--- config.mk ---
export PLATFORM = sky130hd
export DESIGN_NAME = nw_traceback
export DESIGN_NICKNAME = d
export VERILOG_FILES = /design/src/rtl/nw_traceback.sv
export SDC_FILE = /design/constraint.sdc
export NUM_CORES = 1
export LEC_CHECK = 0
export BUFFER_PORTS_ARGS = -buffer_cell sky130_fd_sc_hd__buf_2
export CAP_MARGIN = 20
export CORE_MARGIN = 2
export CORE_UTILIZATION = 36
export DETAILED_ROUTE_END_ITERATION = 8
export MAX_ROUTING_LAYER = met4
export PLACE_DENSITY = 0.61
export RECOVER_POWER = 100
export SLEW_MARGIN = 10
export SYNTH_ARGS = -nofsm -noshare
export SYNTH_HDL_FRONTEND = slang
export SYNTH_SLANG_ARGS = --single-unit
--- constraint.sdc ---
create_clock -name clk -period 2 [get_ports clk]
set_clock_uncertainty 0.05 [all_clocks]
set_input_delay 0.2 -clock clk [delete_from_list [all_inputs] [get_ports clk]]
set_output_delay 0.2 -clock clk [all_outputs]
set_load 0.01 [all_outputs]
--- src/rtl/nw_traceback.sv ---
// Needleman-Wunsch traceback: walks the arrow RAM from (len_i, len_j) back to (0,0) and
// emits one alignment move per step over a valid/ready stream.
module nw_traceback #(
  parameter int unsigned IDX_W      = 7,
  parameter logic [2:0]  arrow_lx   = 3'b100,
  parameter logic [2:0]  arrow_up   = 3'b010,
  parameter logic [2:0]  arrow_diag = 3'b001
) (
  input  logic               clk,
  input  logic               rst,
  input  logic               start,
  input  logic [IDX_W-1:0]   len_i,
  input  logic [IDX_W-1:0]   len_j,
  output logic [2*IDX_W-1:0] ram_addr,
  output logic               ram_rd,
  input  logic [2:0]         ram_data,
  output logic               step_valid,
  input  logic               step_ready,
  output logic [2:0]         step_op,
  output logic [IDX_W-1:0]   step_i,
  output logic [IDX_W-1:0]   step_j,
  output logic               busy,
  output logic               done,
  output logic               err
);

  typedef enum logic [2:0] {StIdle, StCheck, StRead, StWait, StEmit, StDone} state_e;

  state_e             state_q, state_d;
  logic [IDX_W-1:0]   i_q, i_d, j_q, j_d;
  logic [2*IDX_W-1:0] addr_q, addr_d;
  logic               rd_q, rd_d;
  logic               valid_q, valid_d;
  logic [2:0]         op_q, op_d;
  logic [IDX_W-1:0]   si_q, si_d, sj_q, sj_d;
  logic               busy_q, busy_d, done_q, done_d, err_q, err_d;
  logic               sym_ok;

  // Exactly one of the three move codes is acceptable.
  assign sym_ok = (ram_data == arrow_diag) || (ram_data == arrow_up) || (ram_data == arrow_lx);

  always_comb begin
    state_d = state_q;
    i_d     = i_q;
    j_d     = j_q;
    addr_d  = addr_q;
    rd_d    = 1'b0;
    valid_d = valid_q;
    op_d    = op_q;
    si_d    = si_q;
    sj_d    = sj_q;
    busy_d  = busy_q;
    done_d  = done_q;
    err_d   = err_q;
    unique case (state_q)
      StIdle, StDone: begin
        if (start) begin
          i_d     = len_i;
          j_d     = len_j;
          done_d  = 1'b0;
          err_d   = 1'b0;
          busy_d  = 1'b1;
          state_d = StCheck;
        end
      end
      StCheck: begin
        if (i_q == '0 && j_q == '0) begin
          busy_d  = 1'b0;
          done_d  = 1'b1;
          state_d = StDone;
        end else if (i_q == '0 || j_q == '0) begin
          // Edge of the matrix: the move is forced, no RAM access needed.
          op_d    = (i_q == '0) ? arrow_lx : arrow_up;
          si_d    = i_q;
          sj_d    = j_q;
          valid_d = 1'b1;
          state_d = StEmit;
        end else begin
          addr_d  = {i_q, j_q};
          rd_d    = 1'b1;
          state_d = StRead;
        end
      end
      StRead: state_d = StWait;
      StWait: begin
        op_d = ram_data;
        if (sym_ok) begin
          si_d    = i_q;
          sj_d    = j_q;
          valid_d = 1'b1;
          state_d = StEmit;
        end else begin
          err_d   = 1'b1;
          done_d  = 1'b1;
          busy_d  = 1'b0;
          state_d = StDone;
        end
      end
      StEmit: begin
        if (step_ready) begin
          valid_d = 1'b0;
          if (op_q == arrow_diag || op_q == arrow_up) i_d = i_q - 1'b1;
          if (op_q == arrow_diag || op_q == arrow_lx) j_d = j_q - 1'b1;
          state_d = StCheck;
        end
      end
      default: state_d = StIdle;
    endcase
  end

  always_ff @(posedge clk or negedge rst) begin
    if (!rst) begin
      state_q <= StIdle;
      i_q     <= '0;
      j_q     <= '0;
      addr_q  <= '0;
      rd_q    <= 1'b0;
      valid_q <= 1'b0;
      op_q    <= '0;
      si_q    <= '0;
      sj_q    <= '0;
      busy_q  <= 1'b0;
      done_q  <= 1'b0;
      err_q   <= 1'b0;
    end else begin
      state_q <= state_d;
      i_q     <= i_d;
      j_q     <= j_d;
      addr_q  <= addr_d;
      rd_q    <= rd_d;
      valid_q <= valid_d;
      op_q    <= op_d;
      si_q    <= si_d;
      sj_q    <= sj_d;
      busy_q  <= busy_d;
      done_q  <= done_d;
      err_q   <= err_d;
    end
  end

  assign ram_addr   = addr_q;
  assign ram_rd     = rd_q;
  assign step_valid = valid_q;
  assign step_op    = op_q;
  assign step_i     = si_q;
  assign step_j     = sj_q;
  assign busy       = busy_q;
  assign done       = done_q;
  assign err       = err_q;

endmodule

==> results.sh, run 1 <==
export IMPL_status="finished clean"
export IMPL_drtAntennaViolNets=0
export IMPL_ir_drop_mv=0.653
export IMPL_htree_levels=2
export IMPL_io_buffers=56
export IMPL_reg2reg_slack_ns=0.12
export IMPL_fp_dieArea_sq_um=7890
export IMPL_p_sw_share_pct=40.9
export IMPL_postSynthCellCount=245
export IMPL_grt_first_pass_wirelength_mm=9.62
export IMPL_mostFrequentLayoutCells="dfrtp_1 (53), clkbuf_1 (40), o21ai_0 (29)"
export IMPL_final_layout_size_suffix_gt1_share_pct=23.7
export IMPL_setup_tns_ns=0
export IMPL_ys_seq_elements=53
export IMPL_cp_start_kind="register"
export IMPL_hp_class="primary input to register"
export IMPL_antennaDiodeCount=0
export IMPL_cts_buffers=5
export IMPL_power_frac_seq_pct=37.2
export IMPL_p_comb_share_pct=51.6
export IMPL_path_class="register to register"
export IMPL_place_congestion=0.860
export IMPL_syn_avg_cell_area_sq_um=10.6
export IMPL_total_power_uw=5270
export IMPL_path_max_fanout=9
export IMPL_power_frac_clock_pct=11.2
export IMPL_clock_root_buffer="clkbuf_8"
export IMPL_routedWlPerCell_um=14.2
export IMPL_cts_setup_buffers=0
export IMPL_seq_area_frac_synth_pct=51.2
export IMPL_max_clock_freq_mhz=532
export IMPL_finalHoldViolations=0
export IMPL_clkTransAtPathRegs_ns=0.10
export IMPL_rsz0062_at_grt="no"
export IMPL_period_minus_slack_ns=1.88
export IMPL_fp_dieH_um=88.8
export IMPL_core_sq_um=6870
export IMPL_power_density_nw_per_um2=1650
export IMPL_p_sw_uw=2160
export IMPL_antenna_found_initial=0
export IMPL_grt_pass1_vias=2040
export IMPL_nets=349
export IMPL_yosys_area_top_type="dfrtp_1"
export IMPL_final_core_util_pct=46.4
export IMPL_grt_overflow=0
export IMPL_finalSetupViolations=0
export IMPL_synth_area_leaders="dfrtp_1 (51%), o21ai_0 (5.6%), mux2_4 (5.2%)"
export IMPL_insertion_delay_ns=0.31
export IMPL_worstPathRequired_ns=2.15
export IMPL_syn_num_nets=270
export IMPL_yosys_warnings=0
export IMPL_drtIter0Drc=76
export IMPL_area_growth_pct=23.1
export IMPL_p_int_uw=3110
export IMPL_tightest_slew_ns=1.14
export IMPL_grt_util_all_layers_pct=16.6
export IMPL_worst_setup_path_end_kind="register"
export IMPL_crit_arrival_ns=2.03
export IMPL_detailedPlacementHpwl_mm=4.44
export IMPL_totalWireLength_mm=5.98
export IMPL_routed_via_count=2101
export IMPL_maxSlewHeadroom_pct=23.9
export IMPL_ys_types=44
export IMPL_viasPerCell=4.99
export IMPL_fp_row_count=30
export IMPL_start_util_pct=37.7
export IMPL_io_pins=57
export IMPL_max_cap_violations=0
export IMPL_final_common_cell="dfrtp_1"
export IMPL_grt_start_max_net_pins=36
export IMPL_fin_crit_sh_pct=94.0
export IMPL_cts_tree="done"
export IMPL_synth_area_sq_um=2590
export IMPL_slew_violations=0
export IMPL_power_leakage_uw=0.00144
export IMPL_yosysTopAreaCellShare_pct=51.2
export IMPL_dr_pass1_iters=4
export IMPL_post_route_drc_count=0
export IMPL_die_x_um=88.8
export IMPL_cts_sinks=53
export IMPL_clock_path_buffers=2
path summary, 6_finish.rpt:
| path | from | to | depth (start not counted) |
|---|---|---|---|
| hold / removal | len_j[6] | j_q[6] | 3 |
| setup reg to reg | j_q[1] | step_j[1] | 7 |
| hold reg to reg | ram_addr[0] | ram_addr[0] | 2 |
| setup / recovery | j_q[1] | step_j[1] | 7 |
| min in group asynchronous | rst | i_q[2] | 2 |
| max in group asynchronous | rst | state_q[1] | 3 |
per-layer routing:
metal	part of all wire, %	GRT usage [%]
met1	47	22.2
met2	46	24.6
met3	5.2	3.26
met4	1.8	6.75
met5	0	-
critical path, stage by stage (launching register included):
cell	delay, ns
dfrtp_1	0.38
inv_1	0.09
ha_1	0.18
and4_4	0.25
xnor2_2	0.10
o211ai_4	0.18
buf_6	0.19
mux2_2	0.34
area by class of cell:
cell class	count	area (sq um)
clock buffer	6	72.6
clock inverter	2	10.0
fill	689	3680
inverter	12	45.0
multi-input combinational	168	1150
sequential	53	1330
tap	96	120
timing repair buffer	84	465
metrics by stage:
stage	std cells	area [sq um]	hold WS, ns	setup WS, ns
global placement	412	3160	0.134	0.0514
detailed placement	412	3160	0.148	0.0195
global route	421	3190	0.141	0.00818
floorplan	245	2590	-0.146	0.0556
CTS	421	3260	0.115	0.0545
finish	421	3190	0.127	0.120
synthesized netlist by cell type, drive strengths merged:
cell	n
a211oi	2
a21o	2
a21oi	20
a221oi	1
a22o	1
a22oi	5
a31o	1
a31oi	1
a32o	1
and2	1
and4	1
buf	4
clkbuf	8
clkinv	1
dfrtp	53
ha	4
inv	11
mux2	21
mux2i	1
nand2	15
nand2b	4
nand3	5
nand3b	1
nand4	3
nor2	22
nor2b	1
nor3	8
nor4	1
nor4b	1
o211ai	1
o21ai	29
o21bai	2
o22ai	5
o2bb2ai	2
or3	1
xnor2	4
xor2	1
sequential cells by signal, indices dropped and copies added, names as in the netlist:
register and count:
busy 1, done 1, step_i 7, j_q 7, ram_addr 14, err 1
state_q 3, step_op 3, step_valid 1, ram_rd 1, step_j 7, i_q 7
kinds of logic (layout without fill, tap and decap cells):
logic type	Yosys count	count (layout)	synth area share (%)
flip-flops	53	53	51.2
adder cells (fa/ha/maj)	4	4	1.93
buffers and inverters	24	104	3.91
XOR/XNOR	5	5	2.42
multiplexers	22	22	10.8
AO/OA/AOI/OAI	73	73	17.0
AND/OR/NAND/NOR	64	64	12.7
power groups by stage:
stage | registers (uW) | clock network [uW] | logic, uW
floorplan | 2100 | 0 | 1620
global placement | 1950 | 0 | 2810
detailed placement | 1970 | 0 | 2860
CTS | 1950 | 616 | 2880
global route | 2020 | 654 | 3050
finish | 1960 | 591 | 2720
timing repair:
item | 4_1_cts | 5_1_grt
pin swaps | 0 | 0
endpoints found under the setup margin | 2 | 5
hold buffers | 1 | 0
endpoints found under the hold margin | 18 | 0
gates resized for setup | 1 | 1
(Power assumes the default switching activity.)
==> run 2: changes to the inputs <==
==> constraint.sdc (replaced) <==
create_clock -name clk -period 1.69 [get_ports clk]
set_clock_uncertainty 0.05 [all_clocks]
set_input_delay 0.169 -clock clk [delete_from_list [all_inputs] [get_ports clk]]
set_output_delay 0.169 -clock clk [all_outputs]
set_load 0.01 [all_outputs]
==> results.sh, run 2 (synthesis gave the netlist of run 1 again) <==
export IMPL_fin_crit_sh_pct=107
export IMPL_worstPathCellList="inv_2 > ha_4 > and4_4 > xnor2_4 > o211ai_4 > buf_6 > mux2_4"
export IMPL_fp_dieArea_sq_um=7890
export IMPL_status="complete, but fails checks"
export IMPL_largest_reg_flops=14
export IMPL_critPathMaxStageDelay_ns=0.40
export IMPL_power_leakage_uw=0.00158
export IMPL_antenna_found_initial=0
export IMPL_setup_slack_ns=-0.121
export IMPL_clkTransAtPathRegs_ns=0.10
export IMPL_core_sq_um=6870
export IMPL_n_fill_cell=666
export IMPL_htree_levels=2
export IMPL_cp_top_family="flip-flops"
export IMPL_hold_depth=3
export IMPL_cts_buffers=5
export IMPL_post_route_drc_count=0
export IMPL_gr_usage_met3_pct=2.80
export IMPL_drtAntennaViolNets=0
export IMPL_hp_class="primary input to register"
export IMPL_max_cap_violations=0
export IMPL_crit_arrival_ns=1.94
export IMPL_max_clock_freq_mhz=552
export IMPL_power_density_nw_per_um2=2000
export IMPL_r2r_end="step_j[4]"
export IMPL_layout_area_seq_sq_um=1330
export IMPL_reg2reg_slack_ns=-0.12
export IMPL_grt_util_met2_pct=25.9
export IMPL_multiInputGateArea_sq_um=1240
export IMPL_worst_setup_path_end_kind="register"
export IMPL_fp_dieH_um=88.8
export IMPL_period_minus_slack_ns=1.81
export IMPL_cts_tree="done"
export IMPL_dr_pass1_iters=4
export IMPL_finalSetupViolations=21
export IMPL_drtIter0Drc=39
export IMPL_clock_path_buffers=2
export IMPL_hold_path_endpoint="i_q[1]"
export IMPL_routed_via_count=2164
export IMPL_rsz0062_at_grt="yes"
export IMPL_grt_util_all_layers_pct=16.9
export IMPL_start_util_pct=37.7
export IMPL_io_buffers=56
export IMPL_fp_row_count=30
export IMPL_final_layout_size_suffix_gt1_share_pct=33.0
export IMPL_gr_max_usage_layer="met2"
export IMPL_mostFrequentLayoutCells="dfrtp_1 (51), clkbuf_1 (36), buf_4 (34)"
export IMPL_routedWlPerCell_um=14.0
export IMPL_insertion_delay_ns=0.29
export IMPL_holdCritStartpoint="len_i[1]"
export IMPL_crit_buf_inv=2
export IMPL_setup_tns_ns=-2.00
export IMPL_path_max_fanout=5
export IMPL_place_congestion=0.803
export IMPL_area_growth_pct=33.6
export IMPL_cp_start_kind="register"
export IMPL_maxSlewHeadroom_pct=51.2
export IMPL_cp_slowest_cell="dfrtp_1"
export IMPL_clock_root_buffer="clkbuf_8"
export IMPL_finalNonFillerCells=438
export IMPL_ir_drop_mv=0.704
export IMPL_grt_overflow=0
export IMPL_reg2reg_from="j_q[0]"
export IMPL_totalWireLength_mm=6.13
export IMPL_viasPerCell=4.94
export IMPL_io_pins=57
export IMPL_antennaDiodeCount=0
export IMPL_grt_start_max_net_pins=54
export IMPL_die_x_um=88.8
export IMPL_violations="negative setup slack"
export IMPL_slew_violations=0
export IMPL_finalHoldViolations=0
export IMPL_placed_cells_incl_taps=425
export IMPL_nets=367
export IMPL_cts_sinks=53
export IMPL_path_class="register to register"
export IMPL_r2r_cells=7
export IMPL_grt_first_pass_wirelength_mm=9.93
export IMPL_final_common_cell="dfrtp_1"
export IMPL_tightest_slew_ns=0.731
export IMPL_grt_pass1_vias=2035
export IMPL_worstPathRequired_ns=1.82
export IMPL_met1_usage_pct=23.4
export IMPL_detailedPlacementHpwl_mm=4.42
-- run 2: changes by cell type in the layout (fill, tap and decap cells not counted), sizes merged --
cell,delta
buf,+19
clkbuf,-1
clkinv,-3
clkinvlp,+2
-- run 2: final cells by class --
class	instances	area share, %
Clock buffer	6	2.39
Clock inverter	1	0.217
Inverter	12	1.41
Multi-Input combinational cell	168	35.9
Sequential cell	53	38.4
Tap cell	96	3.47
Timing Repair Buffer	102	18.2
-- run 2: stage by stage --
stage / cell area [sq um] / hold WS, ns / utilization, % / setup WS, ns / power [uW]
2_1_floorplan: 2600 / -0.177 / - / -0.210 / 4430
3_3_place_gp: 3280 / 0.140 / 47.7 / -0.108 / 5870
3_5_place_dp: 3280 / 0.139 / 47.7 / -0.133 / 5960
4_1_cts: 3460 / 0.112 / 50.3 / -0.142 / 6900
5_1_grt: 3460 / 0.128 / 50.3 / -0.172 / 7440
6_report: 3460 / 0.115 / 50.3 / -0.121 / 6910
-- run 2: report_power, final --
part	internal (uW)	switching (uW)	total [uW]
logic	1950	1910	3860
clock network	325	399	724
registers	1890	438	2320
total	4170	2740	6910
-- run 2: worst reg2reg max path: stages, from the launching register on --
cell and delay, ns:
dfrtp_1 0.40, inv_2 0.09, ha_4 0.13, and4_4 0.25, xnor2_4 0.09, o211ai_4 0.21
buf_6 0.17, mux2_4 0.30
-- run 2: worst max path at each step --
stage / startpoint / cells after the start / slack, ns / to
after floorplan: i_q[4] / 6 / -0.21 / step_i[0]
after global placement: i_q[4] / 6 / -0.11 / step_i[3]
after detailed placement: i_q[4] / 6 / -0.13 / step_j[0]
after CTS: i_q[3] / 6 / -0.14 / step_j[4]
after global routing: j_q[0] / 7 / -0.17 / step_j[4]
final: j_q[0] / 7 / -0.12 / step_j[4]
-- run 2: layer usage --
| metal | vias up | part of all wire, % |
|---|---|---|
| li1 | 1062 | - |
| met4 | 0 | 0.54 |
| met3 | 2 | 3.6 |
| met1 | 1058 | 49 |
| met2 | 42 | 47 |
| met5 | - | 0 |
-- run 2: timing repair --
| item | in CTS | in global routing |
|---|---|---|
| hold buffers | 1 | 0 |
| buffers inserted | 3 | 2 |
| endpoints found under the hold margin | 53 | 0 |
| pin swaps | 4 | 8 |
| resized for setup | 16 | 16 |
| setup endpoints to repair | 22 | 45 |
| cloned | 0 | 0 |
